--- src/rtl/alu_issue_buf.sv ---
// Issue buffer feeding the alu: two-entry skid FIFO that forms ALU_Op1/ALU_Op2 at accept.
// Optional build macro ALU_ISSUE_FWD_EN enables writeback forwarding onto the source operands.
module alu_issue_buf #(
    parameter int WIDTH  = 32,
    parameter int CTRL_W = 3,
    parameter int ADDR_W = 5
) (
    input  logic              clk,
    input  logic              rst_n,
    input  logic              flush,
    input  logic              in_valid,
    output logic              in_ready,
    input  logic [ADDR_W-1:0] rs1_addr,
    input  logic [ADDR_W-1:0] rs2_addr,
    input  logic [WIDTH-1:0]  rs1_data,
    input  logic [WIDTH-1:0]  rs2_data,
    input  logic [WIDTH-1:0]  imm,
    input  logic              ALUsrc,
    input  logic [CTRL_W-1:0] ALUctrl_in,
    input  logic [ADDR_W-1:0] rd_in,
    input  logic              fwd_valid,
    input  logic [ADDR_W-1:0] fwd_rd,
    input  logic [WIDTH-1:0]  fwd_data,
    output logic              out_valid,
    input  logic              out_ready,
    output logic [WIDTH-1:0]  ALU_Op1,
    output logic [WIDTH-1:0]  ALU_Op2,
    output logic [CTRL_W-1:0] ALUctrl,
    output logic [ADDR_W-1:0] rd_out
);

    localparam int PW = 2 * WIDTH + CTRL_W + ADDR_W;

    typedef enum logic [1:0] {
        ST_EMPTY = 2'd0,
        ST_ONE   = 2'd1,
        ST_FULL  = 2'd2
    } state_t;

    state_t            state_r;
    state_t            state_s;
    logic [PW-1:0]     head_r;
    logic [PW-1:0]     skid_r;
    logic [PW-1:0]     new_s;
    logic              out_valid_r;
    logic              in_ready_r;
    logic              accept_s;
    logic              consume_s;
    logic              head_new_s;
    logic              head_skid_s;
    logic              skid_new_s;
    logic [WIDTH-1:0]  src1_s;
    logic [WIDTH-1:0]  src2_s;
    logic [WIDTH-1:0]  op2_s;

    assign accept_s  = in_valid & in_ready_r;
    assign consume_s = out_valid_r & out_ready;

`ifndef ALU_ISSUE_FWD_EN
    logic unused_fwd_s;
    assign unused_fwd_s = ^{fwd_valid, fwd_rd, fwd_data, rs1_addr, rs2_addr};
`endif

    // Source operand resolution and Op2 mux for the incoming op
    always_comb begin
        src1_s = rs1_data;
        src2_s = rs2_data;
        op2_s  = rs2_data;
`ifdef ALU_ISSUE_FWD_EN
        // Register x0 is hardwired, so a writeback to it never forwards.
        if (fwd_valid && (fwd_rd == rs1_addr) && (rs1_addr != {ADDR_W{1'b0}})) begin
            src1_s = fwd_data;
        end else begin
            src1_s = rs1_data;
        end
        if (fwd_valid && (fwd_rd == rs2_addr) && (rs2_addr != {ADDR_W{1'b0}})) begin
            src2_s = fwd_data;
        end else begin
            src2_s = rs2_data;
        end
`endif
        if (ALUsrc) begin
            op2_s = imm;
        end else begin
            op2_s = src2_s;
        end
    end

    assign new_s = {src1_s, op2_s, ALUctrl_in, rd_in};

    // Next-state logic; flush overrides any accept or consume
    always_comb begin
        state_s = state_r;
        if (flush) begin
            state_s = ST_EMPTY;
        end else begin
            case (state_r)
                ST_EMPTY: state_s = accept_s ? ST_ONE : ST_EMPTY;
                ST_ONE: begin
                    if (accept_s && !consume_s) begin
                        state_s = ST_FULL;
                    end else if (!accept_s && consume_s) begin
                        state_s = ST_EMPTY;
                    end else begin
                        state_s = ST_ONE;
                    end
                end
                ST_FULL:  state_s = consume_s ? ST_ONE : ST_FULL;
                default:  state_s = ST_EMPTY;
            endcase
        end
    end

    // Payload load enables derived from the current state
    always_comb begin
        head_new_s  = 1'b0;
        head_skid_s = 1'b0;
        skid_new_s  = 1'b0;
        if (flush) begin
            head_new_s  = 1'b0;
            head_skid_s = 1'b0;
            skid_new_s  = 1'b0;
        end else begin
            case (state_r)
                ST_EMPTY: head_new_s = accept_s;
                ST_ONE: begin
                    head_new_s = accept_s & consume_s;
                    skid_new_s = accept_s & ~consume_s;
                end
                ST_FULL:  head_skid_s = consume_s;
                default: begin
                    head_new_s  = 1'b0;
                    head_skid_s = 1'b0;
                    skid_new_s  = 1'b0;
                end
            endcase
        end
    end

    // State register with registered handshake flags
    always_ff @(posedge clk or negedge rst_n) begin
        if (!rst_n) begin
            state_r     <= ST_EMPTY;
            out_valid_r <= 1'b0;
            in_ready_r  <= 1'b1;
        end else begin
            state_r     <= state_s;
            out_valid_r <= (state_s != ST_EMPTY);
            in_ready_r  <= (state_s != ST_FULL);
        end
    end

    // Head and skid payload registers
    always_ff @(posedge clk or negedge rst_n) begin
        if (!rst_n) begin
            head_r <= {PW{1'b0}};
            skid_r <= {PW{1'b0}};
        end else begin
            if (head_new_s) begin
                head_r <= new_s;
            end else if (head_skid_s) begin
                head_r <= skid_r;
            end else begin
                head_r <= head_r;
            end
            if (skid_new_s) begin
                skid_r <= new_s;
            end else begin
                skid_r <= skid_r;
            end
        end
    end

    assign out_valid = out_valid_r;
    assign in_ready  = in_ready_r;
    assign {ALU_Op1, ALU_Op2, ALUctrl, rd_out} = head_r;

endmodule

--- config.mk ---
export PLATFORM = sky130hd
export DESIGN_NAME = alu_issue_buf
export DESIGN_NICKNAME = d
export VERILOG_FILES = /design/src/rtl/alu_issue_buf.sv
export SDC_FILE = /design/constraint.sdc
export NUM_CORES = 1
export LEC_CHECK = 0
export ABC_AREA = 1
export BUFFER_PORTS_ARGS = -buffer_cell sky130_fd_sc_hd__buf_2
export CAP_MARGIN = 20
export CORE_MARGIN = 3
export CORE_UTILIZATION = 45
export DETAILED_ROUTE_END_ITERATION = 7
export GPL_TIMING_DRIVEN = 0
export PLACE_DENSITY = 0.73
export SLEW_MARGIN = 30
export SYNTH_ARGS = -nofsm -noshare
export SYNTH_HDL_FRONTEND = slang
export SYNTH_SLANG_ARGS = --single-unit
--- constraint.sdc ---
create_clock -name clk -period 2.5 [get_ports clk]
set_clock_uncertainty 0.2 [all_clocks]
set_input_delay 0.5 -clock clk [delete_from_list [all_inputs] [get_ports clk]]
set_output_delay 0.5 -clock clk [all_outputs]
set_load 0.02 [all_outputs]
* After elaboration in Yosys (flattened, before gate mapping) *
Index checks and enable logic that the tools add are counted.

word-level totals
  register bits = 148
  input bits = 158
  output and inout bits = 74

operators by class
  eq/ne operators = 3
  multiplexer cells = 15
  bitwise gates (word level) = 5
  reduce and logical (&&, ||, !) cells = 7

operators with widths
  cell                                                                   count
  72-bit 2-to-1 mux                                                      2
  32-bit 2-to-1 mux                                                      1
  1-bit 2-to-1 mux                                                       7
  2-bit 2-to-1 mux                                                       3
  2-bit case mux with 3 select lines                                     1
  1-bit AND                                                              4
  2-bit nonzero test                                                     2
  2-bit by 1-bit equality test with 1-bit output, second input constant  1
  2-bit equality test, second input constant                             1
  1-bit logical AND                                                      2
  1-bit logical NOT                                                      2
  2-bit logical NOT                                                      1
  2-bit != test, second input constant                                   1
  1-bit case mux with 2 select lines                                     1
  1-bit inverter                                                         1

* Longest topological paths before layout *
  word-level depth = 8
  gate-level depth with buffers = 10

* Worst setup path after synthesis *
No wires, ideal clock.

  path kind = reg2reg
  start = reg in_ready_r, in the netlist in_ready
  end = reg head_r[0]
  library setup time = 0.117 ns
  data arrival time = 1.545 ns
  setup slack = 0.638 ns
  cell stages (with the launch flop) = 11
  cell sequence = dfstp_2 > nand2_1 > inv_1 > ha_1 > nand3_1 > nand2_2 > nand2_4 > buf_6 > buf_4 > nand3_1 > nand2_1

between the ends
  cells in the longest elaborated chain, start to end = 5
  elaborated cells between the ends (all ways) = 6
  those cells by class = 3 x mux; 2 x bitwise; 1 x reduce/logical

RTL lines
  element                                                         RTL line  RTL
  start: declaration                                              46        logic in_ready_r;
  start signal: assignment                                        149       in_ready_r <= (state_s != ST_FULL);
  1-bit AND (*)                                                   56        assign accept_s = in_valid & in_ready_r;
  1-bit AND                                                       127       head_new_s = accept_s & consume_s;
  1-bit case mux with 2 select lines (*)                          124       case (state_r)
  1-bit 2-to-1 mux (*)                                            119       if (flush) begin
  72-bit 2-to-1 mux / 2-bit nonzero test (equally long branches)  --
  end signal: assignment                                          160       head_r <= new_s;
  end signal: assignment                                          162       head_r <= skid_r;
  end signal: assignment                                          164       head_r <= head_r;
  end: declaration                                                42        logic [PW-1:0] head_r;

Every way passes the cells marked *; elsewhere a longest branch is shown, timed or not.
A chain may end at the register's enable or synchronous reset.

* Worst setup path in the final report *
  start = reg in_ready_r, in the netlist in_ready
  end = reg head_r[27]

Same word-level chain as after synthesis.

==> results.yml <==
finish:
  fin_util: 0.592
  drive_above_1_share: 0.226
  area_growth_pct: 25.8
  antenna_cells: 0
  fin_area_um2: 9200
  fin_nets: 1327
synth:
  synth_top_area_frac: 0.503
  ys_types: 19
  avgSynthCellArea_um2: 7.58
  synth-simple-area-share: 0.326
  synth_compound_area_frac: 0.0712
  synth_xor_area_frac: 0
  synth_flop_cell: "dfrtp_1"
  syn-num-nets: 1124
  yosys.cell_count.top_type: "nand2_1"
  yosys-mux-area-fraction: 0
  synth_edf_count: 0
  synth_top_family_by_area: "simple AND/OR/NAND/NOR gates"
  synth_area_leaders: "dfrtp_1 (50%), nand2_1 (17%), nand3_1 (15%), o21ai_0 (6.4%), inv_1 (4.0%)"
  yosysTopAreaCell: "dfrtp_1"
  synth_warnings: 0
  synth-seq-cells: 148
  syn_area_um2: 7310
  synth_fa_ha_area_frac: 0.00342
  ys_seq_area_frac: 0.507
  yosys-top-cells-count: "nand2_1 (331), nand3_1 (217), dfrtp_1 (147)"
  synthCells: 964
  async_reset_ff_frac: 1.00
place:
  place_area_um2: 8520
  port_buffers: 182
  gp_congestion: 0.817
  post-dp-hpwl_um: 14100
timing:
  slew_violations: 0
  slew_headroom: 0.574
  layout_worst_path_cycle_share: 0.890
  period_needed_ns: 2.22
  fmax_mhz: 450
  tightestPinTransition_ns: 0.640
  tns_ns: 0
  rsz0062_at_grt: "false"
  final_hold_viol_count: 0
  setup_violations: 0
worst_setup_path:
  critPathCaptureType: "flop"
  startpoint_type: "flop"
  r2r_slack_ns: 0.28
  cp_top_family: "simple AND/OR/NAND/NOR gates"
  worstPathArrival_ns: 2.33
  critPathBufInv: 3
  crit_required_ns: 2.60
  crit_path_max_incr_delay_ns: 0.55
  slowest_stage: "dfstp_2"
  crit_fanout: 10
  crit_chain: "nand2_1 -> inv_1 -> ha_1 -> nand3_1 -> nand2_2 -> nand2_4 -> buf_6 -> buf_4 -> nand3_1 -> nand2_1"
  path_class: "reg -> reg"
global_routing:
  grt_max_degree: 86
  grt_pass1_vias: 6590
  grt_pass1_wl_um: 33100
  gr-total-overflow: 0
  grt_antenna_before_repair: 1
  grt_use_total: 0.228
floorplanning:
  io_pins: 232
  die_w_um: 133
  fp-row-count: 45
  die_h_um: 133
  design.die.area_um2: 17800
  core_um2: 15500
  start_util: 0.470
detailed_routing:
  dr.pass1.iters: 6
  drc: 0
  viasPerCell: 5.09
  totalWireLength_um: 20200
  drt_first_iter_violations: 527
  vias: 7079
  ant_nets: 0
  wl_per_cell_um: 14.5
clocking:
  clockBufferDepth: 2
  holdBufCountCts: 1
  cts_tree: "done"
  cts_made_buffers: 17
  cts_root_buf: "clkbuf_16"
  insertion_delay_ns: 0.42
  ctsResizeCount: 0
  clk_pin_slew_worst_paths_ns: 0.06
  clock-sinks: 148
  cts_setup_buffers: 0
  htree_levels: 4
pwr:
  power.share.switching: 0.325
  internal-power_mw: 5.89
  power.share.clock: 0.325
  power_density_nw_per_um2: 948
  max-vdd-ir-drop_mv: 0.515
  seqPwrFrac: 0.422
  p_comb_frac: 0.253
  p_leak_nw: 5.11
  p_sw_mw: 2.83
min_path:
  hold_path_class: "in -> reg"
status:
  status: "complete, no violations"
job:
  maxCapViolations: 0
[layout by cell type (no fill, tap or decap), drive strengths merged]
cell           n
nand2        333
buf          243
nand3        217
dfrtp        147
o21ai        104
inv           79
clkbuf        40
nor2           4
bufinv         4
ha             2
clkinvlp       2
nand4          2
clkinv         1
dlygate4sd3    1
dfstp          1
[power by group through the flow]
| stage | registers (mW) | logic, mW | clock network (mW) |
|---|---|---|---|
| floorplan | 4.07 | 0.995 | 0 |
| global placement | 3.67 | 2.16 | 0 |
| detailed placement | 3.70 | 2.22 | 0 |
| CTS | 3.68 | 2.23 | 2.86 |
| global route | 3.77 | 2.49 | 2.96 |
| finish | 3.68 | 2.21 | 2.83 |
[per-stage QoR]
stage	power [mW]	setup WS [ns]	std cells	hold slack (ns)
finish	8.72	0.276	1391	0.160
global route	9.22	0.0765	1391	0.174
CTS	8.77	0.204	1391	0.152
detailed placement	5.92	0.171	1358	0.273
global placement	5.84	-1.43	1357	0.266
floorplan	5.07	0.638	964	0.00441
[area by class of cell]
type | instances | area, um2
tap | 211 | 264
multi-input combinational | 662 | 2930
sequential | 148 | 3700
buffer | 75 | 380
timing repair buffer | 184 | 958
inverter | 79 | 297
clock buffer | 25 | 526
clock inverter | 7 | 140
fill | 1491 | 6340
[worst reg2reg max path, cell delays in order (launching register included)]
cell	delay (ns)
dfstp_2	0.55
nand2_1	0.06
inv_1	0.09
ha_1	0.15
nand3_1	0.09
nand2_2	0.26
nand2_4	0.19
buf_6	0.21
buf_4	0.18
nand3_1	0.08
nand2_1	0.06
[path summary, 6_finish.rpt]
path / start / endpoint / depth (start not counted)
max: in_ready / head_r[27] / 10
min: ALUctrl_in[0] / skid_r[5] / 3
max reg2reg: in_ready / head_r[27] / 10
min reg2reg: skid_r[58] / skid_r[58] / 2
max in group asynchronous: rst_n / skid_r[43] / 3
min in group asynchronous: rst_n / head_r[56] / 2
[logic make-up after synthesis]
family	count (synthesis)
adders and majority gates	2
buffers and inverters	154
AOI/OAI and AO/OA	104
DFF	148
and+or+nand+nor	556
[routing by layer]
layer | track usage | up-vias | routed length [um]
li1 | - | 3509 | -
met1 | 0.316 | 3296 | 8930
met2 | 0.361 | 238 | 9670
met3 | 0.0434 | 34 | 1210
met4 | 0.0811 | 2 | 377
met5 | 0 | - | 7
[registers in the layout, indices dropped and copies added, names as in the netlist]
name,cells
in_ready,1
state_r,2
skid_r,72
head_r,72
out_valid,1
Note: power is estimated with default switching activity, not from simulation.
